## src/rtl/frame_sequencer_pkg.sv

```systemverilog
// Shared state encoding and width helpers for the frame sequencer slice.
package frame_seq_pkg;

  localparam logic [2:0] ST_IDLE   = 3'd0;
  localparam logic [2:0] ST_VSYNC  = 3'd1;
  localparam logic [2:0] ST_HBLANK = 3'd2;
  localparam logic [2:0] ST_LINE   = 3'd3;
  localparam logic [2:0] ST_DONE   = 3'd4;

  // Counters that only ever hold 0..n-1 need at least one bit even for tiny n.
  function automatic int bits_for(input int n);
    return (n <= 2) ? 1 : $clog2(n);
  endfunction

  function automatic int row_w(input int height);
    return bits_for(height);
  endfunction

  function automatic int col_w(input int width);
    return bits_for(width);
  endfunction

  function automatic int addr_w(input int width, input int height);
    return bits_for(width * height);
  endfunction

  function automatic int cnt_w(input int start_delay, input int hsync_delay);
    return bits_for((start_delay > hsync_delay) ? start_delay : hsync_delay);
  endfunction

endpackage

```

## src/rtl/frame_sequencer_if.sv

```systemverilog
// Control/timing bundle between the frame sequencer and the pipeline stages it drives.
interface frame_sequencer_if
  import frame_seq_pkg::*;
#(
  parameter int WIDTH  = 768,
  parameter int HEIGHT = 512
) ();

  localparam int ROW_W  = row_w(HEIGHT);
  localparam int COL_W  = col_w(WIDTH);
  localparam int ADDR_W = addr_w(WIDTH, HEIGHT);

  logic              start;
  logic              stall;
  logic              VSYNC;
  logic              HSYNC;
  logic              pix_valid;
  logic [ADDR_W-1:0] addr;
  logic [ROW_W-1:0]  row;
  logic [COL_W-1:0]  col;
  logic              busy;
  logic              ctrl_done;

  modport master (
    input  start, stall,
    output VSYNC, HSYNC, pix_valid, addr, row, col, busy, ctrl_done
  );

  modport slave (
    output start, stall,
    input  VSYNC, HSYNC, pix_valid, addr, row, col, busy, ctrl_done
  );

endinterface

```

## src/rtl/frame_sequencer_delay_counter.sv

```systemverilog
// Loadable down-counter that saturates at zero; times both the VSYNC and HBLANK phases.
module delay_counter #(
  parameter int W = 8
) (
  input  logic         clk,
  input  logic         rst_n,
  input  logic         load,
  input  logic [W-1:0] load_value,
  output logic [W-1:0] value,
  output logic         zero
);

  always_ff @(posedge clk or negedge rst_n) begin
    if (!rst_n) begin
      value <= '0;
    end else if (load) begin
      value <= load_value;
    end else if (value != '0) begin
      value <= value - W'(1);
    end
  end

  assign zero = (value == '0);

endmodule

```

## src/rtl/frame_sequencer.sv

```systemverilog
// Sequences one frame: VSYNC lead-in, then per-line HBLANK + active LINE with raster address.
module frame_sequencer
  import frame_seq_pkg::*;
#(
  parameter int WIDTH       = 768,
  parameter int HEIGHT      = 512,
  parameter int START_DELAY = 100,
  parameter int HSYNC_DELAY = 160
) (
  input logic                HCLK,
  input logic                HRESETn,
  frame_sequencer_if.master  bus
);

  localparam int ROW_W  = row_w(HEIGHT);
  localparam int COL_W  = col_w(WIDTH);
  localparam int ADDR_W = addr_w(WIDTH, HEIGHT);
  localparam int CNT_W  = cnt_w(START_DELAY, HSYNC_DELAY);

  logic [2:0]        state, next_state;
  logic              cnt_load, cnt_zero;
  logic [CNT_W-1:0]  cnt_load_val, cnt_value;
  logic              advance, last_col, last_row;
  logic              vsync_q, hsync_q, busy_q, done_q;
  logic [ADDR_W-1:0] addr_q;
  logic [ROW_W-1:0]  row_q;
  logic [COL_W-1:0]  col_q;

  delay_counter #(.W(CNT_W)) u_delay (
    .clk        (HCLK),
    .rst_n      (HRESETn),
    .load       (cnt_load),
    .load_value (cnt_load_val),
    .value      (cnt_value),
    .zero       (cnt_zero)
  );

  assign advance  = (state == ST_LINE) && !bus.stall;
  assign last_col = (col_q == COL_W'(WIDTH - 1));
  assign last_row = (row_q == ROW_W'(HEIGHT - 1));

  always_comb begin
    next_state   = state;
    cnt_load     = 1'b0;
    cnt_load_val = CNT_W'(HSYNC_DELAY - 1);
    case (state)
      ST_IDLE: begin
        if (bus.start) begin
          next_state   = ST_VSYNC;
          cnt_load     = 1'b1;
          cnt_load_val = CNT_W'(START_DELAY - 1);
        end
      end
      ST_VSYNC: begin
        if (cnt_zero) begin
          next_state = ST_HBLANK;
          cnt_load   = 1'b1;
        end
      end
      ST_HBLANK: begin
        if (cnt_zero) next_state = ST_LINE;
      end
      ST_LINE: begin
        if (advance && last_col) begin
          if (last_row) begin
            next_state = ST_DONE;
          end else begin
            next_state = ST_HBLANK;
            cnt_load   = 1'b1;
          end
        end
      end
      ST_DONE:  next_state = ST_IDLE;
      default:  next_state = ST_IDLE;
    endcase
  end

  // Timing outputs are registered from next_state so they line up with the state register.
  always_ff @(posedge HCLK or negedge HRESETn) begin
    if (!HRESETn) begin
      state   <= ST_IDLE;
      vsync_q <= 1'b0;
      hsync_q <= 1'b0;
      busy_q  <= 1'b0;
      done_q  <= 1'b0;
    end else begin
      state   <= next_state;
      vsync_q <= (next_state == ST_VSYNC);
      hsync_q <= (next_state == ST_LINE);
      busy_q  <= (next_state != ST_IDLE);
      done_q  <= (next_state == ST_DONE);
    end
  end

  // Address runs contiguously across line ends, so no row*WIDTH product is ever needed.
  always_ff @(posedge HCLK or negedge HRESETn) begin
    if (!HRESETn) begin
      addr_q <= '0;
      row_q  <= '0;
      col_q  <= '0;
    end else if (next_state == ST_DONE) begin
      addr_q <= '0;
      row_q  <= '0;
      col_q  <= '0;
    end else if (advance) begin
      addr_q <= addr_q + ADDR_W'(1);
      if (last_col) begin
        col_q <= '0;
        row_q <= row_q + ROW_W'(1);
      end else begin
        col_q <= col_q + COL_W'(1);
      end
    end
  end

  assign bus.VSYNC     = vsync_q;
  assign bus.HSYNC     = hsync_q;
  assign bus.busy      = busy_q;
  assign bus.ctrl_done = done_q;
  assign bus.addr      = addr_q;
  assign bus.row       = row_q;
  assign bus.col       = col_q;
  assign bus.pix_valid = (state == ST_LINE) && !bus.stall;

endmodule

```

## src/flat_wrapper.sv

```systemverilog
// flat-port wrapper written by rule: the top's interface ports become plain ports
module frame_sequencer_flat import frame_seq_pkg::*;
#(
  parameter int WIDTH       = 768,
  parameter int HEIGHT      = 512,
  parameter int START_DELAY = 100,
  parameter int HSYNC_DELAY = 160
)
  (HCLK, HRESETn, bus_start, bus_stall, bus_VSYNC, bus_HSYNC, bus_pix_valid, bus_addr, bus_row, bus_col, bus_busy, bus_ctrl_done);
  frame_sequencer_if #(.WIDTH(WIDTH), .HEIGHT(HEIGHT)) bus_i ();
  input logic HCLK;
  input logic HRESETn;
  input wire logic [$bits(bus_i.start)-1:0] bus_start;
  input wire logic [$bits(bus_i.stall)-1:0] bus_stall;
  output wire logic [$bits(bus_i.VSYNC)-1:0] bus_VSYNC;
  output wire logic [$bits(bus_i.HSYNC)-1:0] bus_HSYNC;
  output wire logic [$bits(bus_i.pix_valid)-1:0] bus_pix_valid;
  output wire logic [$bits(bus_i.addr)-1:0] bus_addr;
  output wire logic [$bits(bus_i.row)-1:0] bus_row;
  output wire logic [$bits(bus_i.col)-1:0] bus_col;
  output wire logic [$bits(bus_i.busy)-1:0] bus_busy;
  output wire logic [$bits(bus_i.ctrl_done)-1:0] bus_ctrl_done;
  assign bus_i.start = bus_start;
  assign bus_i.stall = bus_stall;
  assign bus_VSYNC = bus_i.VSYNC;
  assign bus_HSYNC = bus_i.HSYNC;
  assign bus_pix_valid = bus_i.pix_valid;
  assign bus_addr = bus_i.addr;
  assign bus_row = bus_i.row;
  assign bus_col = bus_i.col;
  assign bus_busy = bus_i.busy;
  assign bus_ctrl_done = bus_i.ctrl_done;
  frame_sequencer #(.WIDTH(WIDTH), .HEIGHT(HEIGHT), .START_DELAY(START_DELAY), .HSYNC_DELAY(HSYNC_DELAY)) u_core (.HCLK(HCLK), .HRESETn(HRESETn), .bus(bus_i));
endmodule
```

## config.mk

```make
export PLATFORM = sky130hd
export DESIGN_NAME = frame_sequencer_flat
export DESIGN_NICKNAME = d
export VERILOG_FILES = /design/src/rtl/frame_sequencer_pkg.sv /design/src/rtl/frame_sequencer_if.sv /design/src/rtl/frame_sequencer_delay_counter.sv /design/src/rtl/frame_sequencer.sv /design/src/flat_wrapper.sv
export SDC_FILE = /design/constraint.sdc
export NUM_CORES = 1
export LEC_CHECK = 0
export CAP_MARGIN = 20
export CORE_MARGIN = 2
export CORE_UTILIZATION = 47
export CTS_BUF_LIST = sky130_fd_sc_hd__clkbuf_4 sky130_fd_sc_hd__clkbuf_8 sky130_fd_sc_hd__clkbuf_16
export CTS_CLUSTER_DIAMETER = 60
export DETAILED_ROUTE_END_ITERATION = 8
export GPL_TIMING_DRIVEN = 0
export PLACE_DENSITY = 0.85
export REMOVE_ABC_BUFFERS = 1
export SLEW_MARGIN = 20
export SYNTH_ARGS = -nofsm -noshare
export SYNTH_HDL_FRONTEND = slang
export SYNTH_SLANG_ARGS = --single-unit
```

## constraint.sdc

```tcl
create_clock -name HCLK -period 1.97 [get_ports HCLK]
set_input_delay 0.197 -clock HCLK [delete_from_list [all_inputs] [get_ports HCLK]]
set_output_delay 0.197 -clock HCLK [all_outputs]
set_load 0.005 [all_outputs]
```

==> impl_metrics.py <==
metrics = {
    "status": {
        "status": "completed",
    },
    "die": {
        "die_y_um": 79.53,
        "dieArea_um2": 6325,
        "core_um2": 5507,
        "start_util": 0.4869,
        "ios": 47,
        "die_w_um": 79.53,
        "core.rowCount": 27,
    },
    "detailed_routing": {
        "vias": 2494,
        "drt_iter0_drc": 197,
        "drt_wl_total_um": 6831,
        "vias_per_cell": 5.967,
        "drc": 0,
        "post_drt_wl_per_cell_um": 16.34,
        "antenna_left": 0,
        "drt_pass1_iterations": 5,
    },
    "place": {
        "pre_cts_slack_ns": -1.475,
        "port_buffers": 46,
        "postPlaceCellArea_um2": 3173,
        "dp_hpwl_um": 3998,
        "place_congestion": 0.8250,
    },
    "cts": {
        "clk_pin_slew_worst_paths_ns": 0.10,
        "ctsLongestPathBuffers": 2,
        "cts_tree": "done",
        "cts_root_buf": "clkbuf_8",
        "cts_sinks": 53,
        "h-tree-depth": 2,
        "cts_made_buffers": 5,
        "clk_latency_ns": 0.31,
    },
    "cells_and_area": {
        "design_area_um2": 3576,
        "fin_nets": 354,
        "fin_util": 0.6494,
        "fill_cells": 415,
        "final_common_cell": "dfrtp_1",
        "drive_gt1_frac": 0.1474,
        "layout_common_cells": "dfrtp_1, clkdlybuf4s50_1, nand2_1",
        "synthToLayoutAreaGrowth_pct": 33.36,
        "diodes": 0,
    },
    "setup_path": {
        "crit_start": "u_core.bus.row[3]$_DFFE_PN0P_",
        "path_buf_inv": 2,
        "cp_cell_sequence": "and4_4 > nand2_2 > nor2_2 > ha_4 > and3b_1 > nand4_1 > buf_6 > clkinvlp_4 > nor3_2 > a21o_1",
        "endpoint_kind": "register",
        "cp_max_fo": 6,
        "critical_path_class": "register to register",
        "max_stage_delay_ns": 0.39,
        "path_depth": 10,
        "reg2reg_depth": 10,
        "rr_startpoint": "u_core.bus.row[3]$_DFFE_PN0P_",
        "critPathSlowestCell": "dfrtp_1",
        "required_ns": 2.18,
        "r2r-end": "u_core.bus.addr[0]$_DFFE_PN0P_",
        "start_kind": "register",
        "arrival_ns": 2.12,
        "crit_path_end": "u_core.bus.addr[0]$_DFFE_PN0P_",
        "critPathTopFamily": "simple AND/OR/NAND/NOR gates",
        "ff2ff_setup_slack_ns": 0.06,
    },
    "synthesis": {
        "ys_seq_area_frac": 0.4946,
        "synth_edf_count": 0,
        "synth_top_area_share": 0.4946,
        "ys_seq_elements": 53,
        "yosys.area_share.simple": 0.2571,
        "yosys.area_share.adder": 0.02333,
        "ys_types": 44,
        "synth_compound_area_frac": 0.1241,
        "synthXorXnorAreaFrac": 0.06206,
        "synth_top_family_by_area": "simple AND/OR/NAND/NOR gates",
        "syn_avg_cell_area_um2": 9.576,
        "syn-cell-area_um2": 2681,
        "ys_top_cells_by_area": "dfrtp_1, nand2_1, xnor2_1",
        "synth_top_cell_by_area": "dfrtp_1",
        "ys_warn_count": 0,
        "muxShareOfSynthArea": 0.003733,
        "synth_ff_type": "dfrtp_1",
        "syn_inst": 280,
        "ys_async_sr_fraction": 1.000,
    },
    "global_route": {
        "use_met1": 0.2779,
        "antenna_found_initial": 0,
        "grt-busiest-layer": "met2",
        "grt_pass1_vias": 2345,
        "grt_pass1_wl_um": 10900,
        "grt_use_met2": 0.3672,
        "grt-ovfl-total": 0,
        "grtUsageTotal": 0.2190,
        "grt_max_degree": 54,
        "grt_use_met3": 0.03167,
    },
    "timing": {
        "finalHoldViolations": 0,
        "clock.fmax_ghz": 0.5230,
        "rsz0062_at_grt": "yes",
        "setup_viol": 0,
        "tightestPinTransition_ns": 0.7259,
        "post-route-period-util": 0.9705,
        "fin_ws_ns": 0.05813,
        "hold_ws_ns": 0.4769,
        "fin_crit_ns": 1.912,
        "slew_violations": 0,
        "fin_skew_ns": 0.004043,
        "slew_headroom": 0.5093,
    },
    "pwr": {
        "leakagePower_nw": 1.485,
        "power.density_nw_per_um2": 775.8,
        "vdd_drop_max_uv": 526.8,
    },
    "hold_path": {
        "hold_path.class": "input pin to asynchronous set/reset pin",
    },
    "flow_run": {
        "cap_violations": 0,
    },
}
[repair_timing]
action / CTS / global route
buffers inserted: 14 / 5
hold endpoints to repair: 53 / 0
setup endpoints to repair: 50 / 34
pin swaps: 3 / 2
cloned: 3 / 1
gates resized for setup: 13 / 11
hold buffers: 1 / 0
[registers in the layout (all words and copies together), names as in the netlist]
register and count:
u_core.bus.HSYNC 1, u_core.bus.VSYNC 1, u_core.bus.addr 19, u_core.bus.busy 1, u_core.bus.col 10, u_core.bus.ctrl_done 1
u_core.bus.row 9, u_core.state 3, u_core.u_delay.value 8
[metal layers]
| metal | vias to the layer above | wire length (um) |
|---|---|---|
| met5 | - | 0 |
| met4 | 0 | 195 |
| met3 | 18 | 401 |
| met2 | 104 | 3309 |
| met1 | 1218 | 2925 |
| li1 | 1154 | - |
[power breakdown]
part	total (W)	switching [W]	internal, W
Clock	0.000871	0.000366	0.000505
Sequential	0.00137	0.000164	0.00121
Combinational	0.000528	0.000255	0.000273
[logic make-up (layout without fill, tap and decap cells)]
kind of cell | count (synthesis) | after routing
AO/OA/AOI/OAI | 54 | 54
XOR/XNOR | 19 | 19
adder cells (fa/ha/maj) | 5 | 5
buffers and inverters | 22 | 86
flip-flops | 53 | 53
multiplexers | 1 | 1
AND/OR/NAND/NOR | 126 | 128
[Yosys cell counts (6+ instances only)]
master / n
clkbuf_1: 8
nor4_1: 8
inv_1: 9
nor3_1: 9
o31ai_1: 9
dfrtp_1: 53
nor2_1: 17
nand4_1: 12
or4_1: 6
a21oi_1: 17
nand3_1: 14
xnor2_1: 12
o21ai_0: 16
xor2_1: 7
nand2_1: 29
[worst min-delay path by stage]
| stage | startpoint | to | depth (start not counted) | slack, ns |
|---|---|---|---|---|
| global placement | u_core.bus.row[5]$_DFFE_PN0P_ | u_core.bus.row[5]$_DFFE_PN0P_ | 1 | 0.49 |
| finish | HRESETn | u_core.bus.row[5]$_DFFE_PN0P_ | 2 | 0.48 |
| floorplan | HRESETn | u_core.bus.HSYNC$_DFF_PN0_ | 0 | -0.1 |
| global route | HRESETn | u_core.bus.row[7]$_DFFE_PN0P_ | 2 | 0.54 |
| detailed placement | HRESETn | u_core.bus.row[1]$_DFFE_PN0P_ | 1 | 0.28 |
| CTS | HRESETn | u_core.bus.row[5]$_DFFE_PN0P_ | 2 | 0.50 |
[stage by stage]
step / std cells / total power (W) / TNS [ns]
2_1_floorplan: 268 / 0.001671 / -8.704
3_3_place_gp: 386 / 0.001838 / -93.76
3_5_place_dp: 386 / 0.001868 / -54.20
4_1_cts: 412 / 0.002762 / 0
5_1_grt: 418 / 0.002920 / -0.07747
6_report: 418 / 0.002774 / 0
[area by class of cell]
type / count / area, um^2 / share of cell area
multi-input cells: 207 / 1338 / 0.3740
inverters: 10 / 48.80 / 0.01365
repair buffers: 66 / 618.1 / 0.1728
repair inverters: 2 / 15.01 / 0.004199
flip-flops and latches: 53 / 1333 / 0.3726
clock buffers: 5 / 68.82 / 0.01924
clock inverters: 3 / 65.06 / 0.01819
well taps: 72 / 90.09 / 0.02519
(Power assumes the default switching activity.)
